[config.mk]
export PLATFORM = sky130hd
export DESIGN_NAME = simple_fifo_ctrl_flat
export DESIGN_NICKNAME = d
export VERILOG_FILES = /design/src/rtl/simple_fifo_ctrl_if.sv /design/src/rtl/simple_fifo_ctrl.sv /design/src/flat_wrapper.sv
export SDC_FILE = /design/constraint.sdc
export NUM_CORES = 1
export LEC_CHECK = 0
export BUFFER_PORTS_ARGS = -buffer_cell sky130_fd_sc_hd__buf_2
export CAP_MARGIN = 20
export CORE_AREA = 2 2 47 82
export DETAILED_ROUTE_END_ITERATION = 7
export DIE_AREA = 0 0 49 84
export GPL_TIMING_DRIVEN = 0
export PLACE_DENSITY = 0.56
export RECOVER_POWER = 50
export SLEW_MARGIN = 30
export SYNTH_ARGS = -nofsm -noshare
export SYNTH_HDL_FRONTEND = slang
export SYNTH_SLANG_ARGS = --single-unit
export TNS_END_PERCENT = 30
[constraint.sdc]
create_clock -name clk -period 4.37 [get_ports clk]
set_input_delay 0.2185 -clock clk [delete_from_list [all_inputs] [get_ports clk]]
set_output_delay 0.2185 -clock clk [all_outputs]
set_load 0.01 [all_outputs]
[src/rtl/simple_fifo_ctrl_if.sv]
// Producer/consumer handshake of the show-ahead FIFO controller.
// master = the client side, slave = the FIFO controller itself.
interface simple_fifo_ctrl_if #(
  parameter int width  = 8,
  parameter int widthu = 4
);
  logic              wrreq;
  logic [width-1:0]  data;
  logic              rdreq;
  logic [width-1:0]  q;
  logic              empty;
  logic              full;
  logic              almost_full;
  logic [widthu:0]   usedw;
  logic              overflow;
  logic              underflow;

  modport master (
    output wrreq, data, rdreq,
    input  q, empty, full, almost_full, usedw, overflow, underflow
  );

  modport slave (
    input  wrreq, data, rdreq,
    output q, empty, full, almost_full, usedw, overflow, underflow
  );
endinterface

[src/rtl/simple_fifo_ctrl.sv]
// Show-ahead synchronous FIFO controller driving an external dual-port RAM
// with a registered read address; owns pointers, occupancy and status flags.
module simple_fifo_ctrl #(
  parameter int width      = 8,
  parameter int widthu     = 4,
  parameter int almost_lvl = 12
) (
  input  logic              clk,
  input  logic              rst_n,
  input  logic              sclr,
  simple_fifo_ctrl_if.slave fifo,
  output logic [widthu-1:0] ram_wraddress,
  output logic              ram_wren,
  output logic [width-1:0]  ram_data,
  output logic [widthu-1:0] ram_rdaddress,
  input  logic [width-1:0]  ram_q
);
  localparam logic [widthu:0] depth     = (widthu+1)'(2**widthu);
  localparam logic [widthu:0] almost_th = (widthu+1)'(almost_lvl);

  logic [widthu-1:0] wr_ptr_reg;
  logic [widthu-1:0] rd_ptr_reg;
  logic [widthu:0]   usedw_reg;
  logic [widthu:0]   usedw_next;
  logic              empty_reg;
  logic              full_reg;
  logic              almost_full_reg;
  logic              overflow_reg;
  logic              underflow_reg;
  logic              do_wr;
  logic              do_rd;

  always_comb begin
    do_wr      = fifo.wrreq & ~full_reg;
    do_rd      = fifo.rdreq & ~empty_reg;
    usedw_next = usedw_reg + (widthu+1)'(do_wr) - (widthu+1)'(do_rd);
  end

  // Read address looks one entry ahead on a pop so the RAM's registered
  // read lands on the new head right after the edge.
  assign ram_rdaddress = rd_ptr_reg + widthu'(do_rd);
  assign ram_wraddress = wr_ptr_reg;
  assign ram_data      = fifo.data;
  assign ram_wren      = do_wr & rst_n & ~sclr;

  always_ff @(posedge clk) begin
    if (!rst_n || sclr) begin
      wr_ptr_reg      <= '0;
      rd_ptr_reg      <= '0;
      usedw_reg       <= '0;
      empty_reg       <= 1'b1;
      full_reg        <= 1'b0;
      almost_full_reg <= 1'b0;
      overflow_reg    <= 1'b0;
      underflow_reg   <= 1'b0;
    end else begin
      if (do_wr) wr_ptr_reg <= wr_ptr_reg + 1'b1;
      if (do_rd) rd_ptr_reg <= rd_ptr_reg + 1'b1;
      usedw_reg       <= usedw_next;
      empty_reg       <= (usedw_next == '0);
      full_reg        <= (usedw_next == depth);
      almost_full_reg <= (usedw_next >= almost_th);
      if (fifo.wrreq && full_reg)  overflow_reg  <= 1'b1;
      if (fifo.rdreq && empty_reg) underflow_reg <= 1'b1;
    end
  end

  assign fifo.q           = empty_reg ? '0 : ram_q;
  assign fifo.empty       = empty_reg;
  assign fifo.full        = full_reg;
  assign fifo.almost_full = almost_full_reg;
  assign fifo.usedw       = usedw_reg;
  assign fifo.overflow    = overflow_reg;
  assign fifo.underflow   = underflow_reg;
endmodule

[src/flat_wrapper.sv]
// flat-port wrapper written by rule: the top's interface ports become plain ports
module simple_fifo_ctrl_flat 
#(
  parameter int width      = 8,
  parameter int widthu     = 4,
  parameter int almost_lvl = 12
)
  (clk, rst_n, sclr, ram_wraddress, ram_wren, ram_data, ram_rdaddress, ram_q, fifo_wrreq, fifo_data, fifo_rdreq, fifo_q, fifo_empty, fifo_full, fifo_almost_full, fifo_usedw, fifo_overflow, fifo_underflow);
  simple_fifo_ctrl_if #(.width(width), .widthu(widthu)) fifo_i ();
  input  logic clk;
  input  logic rst_n;
  input  logic sclr;
  output logic [widthu-1:0] ram_wraddress;
  output logic ram_wren;
  output logic [width-1:0] ram_data;
  output logic [widthu-1:0] ram_rdaddress;
  input  logic [width-1:0] ram_q;
  input wire logic [$bits(fifo_i.wrreq)-1:0] fifo_wrreq;
  input wire logic [$bits(fifo_i.data)-1:0] fifo_data;
  input wire logic [$bits(fifo_i.rdreq)-1:0] fifo_rdreq;
  output wire logic [$bits(fifo_i.q)-1:0] fifo_q;
  output wire logic [$bits(fifo_i.empty)-1:0] fifo_empty;
  output wire logic [$bits(fifo_i.full)-1:0] fifo_full;
  output wire logic [$bits(fifo_i.almost_full)-1:0] fifo_almost_full;
  output wire logic [$bits(fifo_i.usedw)-1:0] fifo_usedw;
  output wire logic [$bits(fifo_i.overflow)-1:0] fifo_overflow;
  output wire logic [$bits(fifo_i.underflow)-1:0] fifo_underflow;
  assign fifo_i.wrreq = fifo_wrreq;
  assign fifo_i.data = fifo_data;
  assign fifo_i.rdreq = fifo_rdreq;
  assign fifo_q = fifo_i.q;
  assign fifo_empty = fifo_i.empty;
  assign fifo_full = fifo_i.full;
  assign fifo_almost_full = fifo_i.almost_full;
  assign fifo_usedw = fifo_i.usedw;
  assign fifo_overflow = fifo_i.overflow;
  assign fifo_underflow = fifo_i.underflow;
  simple_fifo_ctrl #(.width(width), .widthu(widthu), .almost_lvl(almost_lvl)) u_core (.clk(clk), .rst_n(rst_n), .sclr(sclr), .fifo(fifo_i), .ram_wraddress(ram_wraddress), .ram_wren(ram_wren), .ram_data(ram_data), .ram_rdaddress(ram_rdaddress), .ram_q(ram_q));
endmodule
==> out/metrics.cfg, run 1 <==
[sta]
tightest_slew_ns = 0.444
maxSlewViolCount = 0
slew_headroom = 0.704
period_needed_ns = 2.56
rsz0062_at_grt = no
fmaxAchievable_mhz = 390
setup_tns_ns = 0
fin_ws_ns = 1.81
finalClockSkew_ns = 0.00465
hold_viol = 0
fin_crit_sh = 0.586
setup_violations = 0

[global_route]
grt_pass1_vias = 763
grt_max_degree = 12
grt_use_total = 0.104
grt_antenna_before_repair = 0
grt_first_pass_wirelength_mm = 3.37
grt_overflow_total = 0

[yosys]
synth_edf_count = 0
syn_inst = 104
synth.avg_cell_area_sq_um = 9.30
yosysWarnings = 0
async_flop_share = 0
yosysMostFrequentCell = dfxtp_1
synth.net_count = 134
syn_area_sq_um = 967
synth_area_leaders = dfxtp_1, ha_1, buf_4
synth_cell_types = 26
synth_flop_cell = dfxtp_1
yosysSeqAreaShare = 0.373
postSynthRegisterBits = 18
synth_top_area_frac = 0.373
ys_top_cells_by_count = dfxtp_1, nor2_1, buf_4, inv_1, ha_1
yosys.area.top_type = dfxtp_1

[clock_network]
postCtsSetupBuffers = 0
clock-sinks = 18
insertion_delay_ns = 0.25
htreeDepth = 1
cts_hold_buf = 0
cts-resized-gates = 0
path_clk_slew_ns = 0.07
clock_path_buffers = 2
numCtsBuffers = 3
cts_root_buffer = clkbuf_8
cts_tree = done

[worst_hold_path]
min_to = u_core.fifo.underflow
hp-class = input port to register
worstHoldPathCells = 3
min_from = fifo_rdreq

[status]
status = finished, final reports clean

[worst_setup_path]
critPathMaxStageDelay_ns = 0.51
critPathRequiredTime_ns = 4.57
worstPathCellList = nor2b_2 -> buf_4 -> ha_1 -> inv_1 -> ha_1 -> fa_1 -> a21o_1 -> a21oi_2 -> xnor2_1 -> a41o_2
reg2reg_depth = 10
rr_startpoint = u_core.fifo.empty
path_class = register to register
cp-end-kind = register
cp_max_fo = 11
cp_common_cell = ha_1
regToRegEndpoint = u_core.fifo.empty
rrSetupSlack_ns = 1.81
critical_path_arrival_ns = 2.76
cp_slowest_cell = dfxtp_1
start_kind = register

[layout]
final_nets = 186
final_util = 0.366
syn2layout_area_growth_pct = 33.1
nFillCells = 393
drive_above_1_share = 0.290
regArea_sq_um = 360
diodes = 0
largest_reg_flops = 5
multi_input_area_sq_um = 492
design_area_sq_um = 1290

[pwr]
ir_drop_v = 0.000210
total_power_uw = 479
leakagePower_nw = 0.635
powerDensity_nw_per_um2 = 372

[placement]
dpl_cell_area_sq_um = 1260
dp_slack_ns = 1.80
place_congestion = 0.788
dpl.hpwl_mm = 1.67
numPortBuffers = 47

[flow_run]
max-cap-violations = 0

[routing]
drt-wirelength-per-cell_microns = 9.97
vias = 816
drtAntennaViolNets = 0
vias_per_cell = 4.06
totalWireLength_mm = 2.00
drc = 0
drt_first_pass_iters = 4
drt_iter0_markers = 9

[floorplan]
core_area_sq_um = 3520
pin_count = 56
row_count = 29
die_width_microns = 49
dieArea_sq_um = 4120
initial_utilization = 0.275
die_height_microns = 84

==> where the power goes <==
part           total [mW]  switching [mW]  internal (mW)
clock               0.136          0.0560         0.0800
sequential          0.190          0.0121          0.178
combinational       0.153          0.0829         0.0700
total               0.479           0.151          0.328
==> cell usage in the layout (no fill, tap or decap), types with 2 or more instances in the layout <==
cell type  instances
nand4_1            2
clkbuf_8           4
a21oi_1            3
and2b_1            6
xor2_1             7
mux2i_1            2
ha_1               8
nand2_1            3
xnor2_1            4
clkbuf_1          23
nor2_1            13
buf_4              9
inv_1              9
dfxtp_1           18
buf_2             27
a21o_1             2
nor2b_1            5
==> final cells by class <==
type	count	share of cell area
Buffer	12	0.0622
Clock buffer	4	0.0428
Inverter	9	0.0262
Multi-Input combinational cell	65	0.382
Sequential cell	18	0.280
Tap cell	46	0.0447
Timing Repair Buffer	47	0.162
==> cell families after synthesis <==
family / after synthesis / share of synthesized area
AOI/OAI and AO/OA: 8 / 0.0582
xor gates and xnor gates: 11 / 0.0996
adders and majority gates: 9 / 0.124
buffers and inverters: 21 / 0.119
DFF: 18 / 0.373
muxes: 2 / 0.0207
and+or+nand+nor: 35 / 0.206
==> how the worst max path moves through the flow <==
stage	to	from	depth (start not counted)	slack (ns)
floorplan	u_core.fifo.empty	u_core.fifo.empty	10	1.98
global placement	u_core.fifo.empty	u_core.fifo.empty	10	1.84
detailed placement	u_core.fifo.empty	u_core.fifo.empty	10	1.80
CTS	u_core.fifo.empty	u_core.fifo.empty	10	1.77
global route	u_core.fifo.empty	u_core.fifo.empty	10	1.61
finish	u_core.fifo.empty	u_core.fifo.empty	10	1.81
==> through the flow <==
stage / hold WS (ns) / cells
floorplan: 0.359 / 104
global placement: 0.449 / 197
detailed placement: 0.460 / 197
CTS: 0.203 / 201
global route: 0.225 / 201
finish: 0.207 / 201
==> critical path: cells and delay by family, from the launching register on <==
family | cells | cell delay [ns]
buffers and inverters | 2 | 0.20
AOI/OAI and AO/OA | 3 | 0.59
xor gates and xnor gates | 1 | 0.24
DFF | 1 | 0.51
and+or+nand+nor | 1 | 0.07
adders and majority gates | 3 | 0.88
==> per-layer routing <==
layer  part of all wire  wire, microns  GRT usage
met2               0.53           1070      0.183
met4             0.0080             16     0.0519
met1               0.37            750      0.110
met5                  0              0          0
met3              0.084            169     0.0323
Power figures use the tool's default switching activity.
==> run 2: changes to the inputs <==
Settings changed: PLACE_DENSITY 0.56 to 0.58.
Clock period 4.37 ns to 2.2 ns, I/O delays scaled along.
==> out/metrics.cfg, run 2 (synthesis results as in run 1) <==
[floorplan]
die_width_microns = 49  ; unchanged
initial_utilization = 0.275  ; unchanged
core_area_sq_um = 3520  ; unchanged
dieArea_sq_um = 4120  ; unchanged
die_height_microns = 84  ; unchanged
pin_count = 56  ; unchanged
row_count = 29  ; unchanged

[flow_run]
max-cap-violations = 0  ; unchanged

[placement]
numPortBuffers = 47  ; unchanged
dpl.hpwl_mm = 1.67  ; +0.14%
place_congestion = 0.660  ; -16%
dp.cells = 197  ; unchanged
dp_slack_ns = -0.0916  ; -1.89 ns

[clock_network]
htreeDepth = 1  ; unchanged
clock_path_buffers = 2  ; unchanged
cts_hold_buf = 0  ; unchanged
insertion_delay_ns = 0.25  ; about the same
cts_root_buffer = clkbuf_8
numCtsBuffers = 3  ; unchanged
path_clk_slew_ns = 0.07  ; about the same
clock-sinks = 18  ; unchanged
cts_tree = done

[layout]
diodes = 0  ; unchanged
largest_reg_flops = 5  ; unchanged
final_cell_mix = buf_2, clkbuf_1, dfxtp_1
layoutNonFillerInstCount = 203  ; +1.0%
layout_commonest_cell = buf_2
drive_above_1_share = 0.312  ; +0.0218
final_nets = 188  ; +1.1%
syn2layout_area_growth_pct = 36.1

[pwr]
powerDensity_nw_per_um2 = 739  ; +99%
leakagePower_nw = 0.640  ; +0.78%
ir_drop_v = 0.000328  ; +56%
total_power_uw = 972  ; +100%

[global_route]
grt_use_total = 0.103  ; -0.00172
grt_antenna_before_repair = 0  ; unchanged
grt_overflow_total = 0  ; unchanged
grt_max_degree = 11  ; -1
grt_first_pass_wirelength_mm = 3.31  ; -1.8%
grt_pass1_vias = 794  ; +4.1%

[sta]
fin_ws_ns = 0.0929  ; -1.72 ns
fin_crit_sh = 0.958  ; +0.372
slew_headroom = 0.711  ; +0.00643
maxSlewViolCount = 0  ; unchanged
period_needed_ns = 2.11  ; -0.455 ns
tightest_slew_ns = 0.434  ; -0.00965 ns
hold_viol = 0  ; unchanged
finalClockSkew_ns = 0.00200  ; -0.00266 ns
fmaxAchievable_mhz = 475  ; +22%
setup_violations = 0  ; unchanged
rsz0062_at_grt = no

[status]
status = finished, final reports clean

[worst_setup_path]
rr_startpoint = u_core.fifo.empty
start_kind = register
cp-end-kind = register
path_class = register to register
critPathMaxStageDelay_ns = 0.36  ; -0.15 ns
cp-startpoint = u_core.fifo.empty
critical_path_arrival_ns = 2.25  ; -0.51 ns
worstPathCellList = nor2b_4 -> ha_1 -> inv_1 -> ha_2 -> fa_2 -> a21o_1 -> a21oi_2 -> xnor2_2 -> a41o_2
cp_slowest_cell = dfxtp_4
cp_max_fo = 4  ; -7
critPathRequiredTime_ns = 2.34  ; -2.23 ns

[routing]
drtAntennaViolNets = 0  ; unchanged
drt-wirelength-per-cell_microns = 9.94  ; -0.29%
drt_iter0_markers = 12  ; +3
drt_first_pass_iters = 4  ; unchanged
drc = 0  ; unchanged
totalWireLength_mm = 2.02  ; +0.70%
vias = 845  ; +3.6%
vias_per_cell = 4.16  ; +2.5%

[worst_hold_path]
hp-class = input port to register
min_from = fifo_rdreq

-- run 2: cell count changes in the layout (fill, tap and decap cells not counted), sizes merged --
cell / previous run / this run
clkbuf: 27 / 29
-- run 2: final cells by class --
cell class                 instances  area [sq um]
sequential                        18           364
timing repair buffer              50           224
multi-input combinational         65           509
inverter                           9          33.8
tap                               46          57.6
buffer                            11          72.6
clock buffer                       4          55.1
fill                             392          2200
-- run 2: metal layers --
metal	global-route usage	routed length, microns	vias up
met5	0	0	-
met4	0.0390	17	0
met3	0.0251	136	2
met2	0.198	1100	39
met1	0.101	769	380
li1	-	-	424
-- run 2: power breakdown --
group          switching (mW)  internal [mW]
clock                   0.109          0.159
sequential             0.0190          0.355
combinational           0.177          0.154
-- run 2: repair_timing --
| action | CTS | global route |
|---|---|---|
| endpoints found under the setup margin | 4 | 2 |
| buffers inserted | 2 | 1 |
| cloned | 0 | 0 |
| pin swaps | 6 | 0 |
| resized for setup | 2 | 0 |
| hold endpoints to repair | 0 | 0 |
-- run 2: metrics by stage --
stage / hold slack, ns / area, sq um / TNS, ns / utilization
global route: 0.116 / 1320 / 0 / 0.374
CTS: 0.103 / 1340 / 0 / 0.382
finish: 0.108 / 1320 / 0 / 0.374
global placement: 0.352 / 1270 / -0.185 / 0.362
detailed placement: 0.363 / 1270 / -0.209 / 0.362
floorplan: 0.251 / 981 / 0 / -
-- run 2: final timing paths --
check	endpoint	slack, ns	cells after the start
worst max-delay path	u_core.fifo.empty	0.09	9
worst max register to register	u_core.fifo.empty	0.09	9
worst min-delay path	u_core.fifo.underflow	0.11	3
worst min register to register	u_core.fifo.underflow	0.47	2
-- run 2: worst max-delay path, delay by kind of cell (launching register included) --
family	cells	cell delay, ns
AO/OA/AOI/OAI	3	0.64
flip-flops	1	0.36
AND/OR/NAND/NOR	1	0.04
XOR/XNOR	1	0.12
adder cells (fa/ha/maj)	3	0.81
buffers and inverters	1	0.04
==> run 3: changes to the inputs <==
Settings changed: ABC_AREA set to 1, CORE_AREA 2 2 47 82 to 2 2 49 86, DIE_AREA 0 0 49 84 to 0 0 51 88, PLACE_DENSITY 0.58 to 0.57.
==> out/metrics.cfg, run 3 <==
[status]
status = finished, final reports clean

[worst_setup_path]
rrSetupSlack_ns = 0.14  ; +0.05 ns
path_class = register to register
critical_path_arrival_ns = 2.24  ; about the same
cp_slowest_cell = fa_2
regToRegEndpoint = u_core.fifo.empty
rr_startpoint = u_core.fifo.empty
critPathMaxStageDelay_ns = 0.43  ; +0.07 ns
path_buf_inv = 3  ; +2
cpLargestDelayFamily = adder cells
critPathRequiredTime_ns = 2.38  ; +0.04 ns
start_kind = register
reg2reg_depth = 11  ; +2
cp_common_cell = inv_1
cp_max_fo = 6  ; +2
worstPathCellList = buf_6 -> nor2_8 -> ha_1 -> inv_1 -> ha_2 -> fa_2 -> inv_1 -> nand2_1 -> nor2_1 -> nand3_1 -> o21bai_1
cp-end-kind = register

[layout]
layout_commonest_cell = inv_1
largest_reg_flops = 5  ; unchanged
drive_above_1_share = 0.294  ; -0.0186
final_nets = 232  ; +23%
syn2layout_area_growth_pct = 34.6
final_cell_mix = inv_1, buf_2, nor2_1
design_area_sq_um = 1440  ; +9.0%
diodes = 0  ; unchanged

[floorplan]
initial_utilization = 0.281  ; +0.00639
die_width_microns = 51  ; +4.1%
row_count = 30  ; +3.4%
dieArea_sq_um = 4490  ; +9.0%
die_height_microns = 88  ; +4.8%
core_area_sq_um = 3790  ; +7.7%
pin_count = 56  ; unchanged

[sta]
slew_headroom = 0.850  ; +0.139
fmaxAchievable_mhz = 486  ; +2.5%
maxSlewViolCount = 0  ; unchanged
hold_viol = 0  ; unchanged
rsz0062_at_grt = no
period_needed_ns = 2.06  ; -0.0507 ns
fin_crit_sh = 0.935  ; -0.0230
finalClockSkew_ns = 0.00182  ; -0.000183 ns
tightest_slew_ns = 0.226  ; -0.209 ns
setup_violations = 0  ; unchanged
setup_tns_ns = 0  ; unchanged
fin_ws_ns = 0.144  ; +0.0507 ns

[placement]
dp_slack_ns = -0.0126  ; +0.0790 ns
dpl_cell_area_sq_um = 1360  ; +6.9%
numPortBuffers = 47  ; unchanged
dpl.hpwl_mm = 1.74  ; +4.2%
place_congestion = 0.763  ; +15%

[clock_network]
cts_hold_buf = 0  ; unchanged
path_clk_slew_ns = 0.07  ; about the same
cts_tree = done
clock-sinks = 18  ; unchanged
numCtsBuffers = 3  ; unchanged
clock_path_buffers = 2  ; unchanged
insertion_delay_ns = 0.25  ; about the same
htreeDepth = 1  ; unchanged
cts_root_buffer = clkbuf_8

[routing]
drt-wirelength-per-cell_microns = 8.80  ; -12%
vias = 1025  ; +21%
totalWireLength_mm = 2.19  ; +8.5%
drt_first_pass_iters = 2  ; -2
drc = 0  ; unchanged
top_layer = met4
drt_iter0_markers = 18  ; +6
drtAntennaViolNets = 0  ; unchanged
vias_per_cell = 4.12  ; -1.1%
wl_met3_microns = 132  ; -2.9%
wl_met2_mm = 1.18  ; +7.5%
wirelength_met1_microns = 806  ; +4.8%

[worst_hold_path]
min_from = fifo_wrreq
min_to = u_core.fifo.overflow
worstHoldPathCells = 3  ; unchanged
hp-class = input port to register

[yosys]
syn_inst = 145  ; +39%
synth_cell_types = 22  ; -15%
yosysMostFrequentCell = inv_1
synth_area_leaders = dfxtp_1, inv_1, ha_1
synth.net_count = 175  ; +31%
synth_edf_count = 0  ; unchanged
yosys.area.top_type = dfxtp_1
yosysSeqAreaShare = 0.338  ; -0.0345
postSynthRegisterBits = 18  ; unchanged
async_flop_share = 0  ; unchanged
syn_area_sq_um = 1070  ; +10%
synth_flop_cell = dfxtp_1
synth_top_area_frac = 0.338  ; -0.0345
synth.avg_cell_area_sq_um = 7.35  ; -21%
ys_top_cells_by_count = inv_1, nor2_1, dfxtp_1, nand2_1, nand3_1
yosysWarnings = 0  ; unchanged

[global_route]
grt_antenna_before_repair = 0  ; unchanged
grt_overflow_total = 0  ; unchanged
grt_max_degree = 11  ; unchanged
grt_pass1_vias = 854  ; +7.6%
grt_use_total = 0.103  ; +0.000512
grt_first_pass_wirelength_mm = 3.50  ; +5.6%

[pwr]
leakagePower_nw = 0.773  ; +21%
total_power_uw = 918  ; -5.5%
ir_drop_v = 0.000294  ; -10%
powerDensity_nw_per_um2 = 640  ; -13%

[flow_run]
max-cap-violations = 0  ; unchanged

run 3: cell count changes in the layout (fill, tap and decap cells not counted), sizes merged, moves of 4 or more:
| cell | previous run | this run |
|---|---|---|
| inv | 9 | 32 |
| nor2 | 13 | 30 |
| nand2 | 3 | 18 |
| nand3 | 0 | 9 |
| and2b | 6 | 0 |
| nor2b | 6 | 0 |
| buf | 36 | 41 |
| xor2 | 7 | 2 |
| a21oi | 4 | 8 |
| clkbuf | 29 | 25 |
run 3: worst min-delay path: stages:
cell and delay (ns):
buf_2 0.09, a21oi_1 0.06, nor2_1 0.07
run 3: worst max path at each step:
| stage | slack, ns | depth (start not counted) | to | startpoint |
|---|---|---|---|---|
| 6_report | 0.14 | 11 | u_core.fifo.empty | u_core.fifo.empty |
| 5_1_grt | 0.002 | 11 | u_core.fifo.empty | u_core.fifo.empty |
| 4_1_cts | 0.004 | 11 | u_core.fifo.empty | u_core.fifo.empty |
| 3_5_place_dp | -0.01 | 11 | u_core.fifo.empty | u_core.fifo.empty |
| 3_3_place_gp | 0.004 | 11 | u_core.fifo.empty | u_core.fifo.empty |
| 2_1_floorplan | 0.17 | 11 | u_core.fifo.empty | u_core.fifo.empty |
run 3: power by group:
part | switching, mW | internal (mW)
combinational | 0.162 | 0.123
sequential | 0.0142 | 0.347
clock | 0.113 | 0.159
run 3: cell families after synthesis:
| family | share of synthesized area |
|---|---|
| buffers and inverters | 0.188 |
| xor gates and xnor gates | 0.0247 |
| AOI/OAI and AO/OA | 0.0587 |
| DFF | 0.338 |
| and+or+nand+nor | 0.278 |
| adders and majority gates | 0.113 |
run 3: layer usage:
metal	vias to the layer above	global-route usage
met4	0	0.0811
met1	441	0.104
li1	542	-
met5	-	0
met2	37	0.185
met3	5	0.0137
run 3: per-stage QoR:
step / utilization / cells / hold WS, ns
after global routing: 0.379 / 249 / 0.127
after global placement: 0.359 / 240 / 0.354
after detailed placement: 0.359 / 240 / 0.378
after floorplan: - / 145 / 0.251
after CTS: 0.374 / 244 / 0.110
final: 0.379 / 249 / 0.105
run 3: layout make-up:
| type | instances | area (sq um) |
|---|---|---|
| fillers | 444 | 2360 |
| multi-input cells | 84 | 513 |
| flip-flops and latches | 18 | 360 |
| repair buffers | 52 | 246 |
| inverters | 33 | 124 |
| plain buffers | 10 | 76.3 |
| well taps | 48 | 60.1 |
| clock buffers | 4 | 55.1 |
run 3: timing repair:
action,4_1_cts,5_1_grt
gates resized for setup,1,2
pin swaps,0,3
endpoints found under the setup margin,1,4
setup buffers,0,5
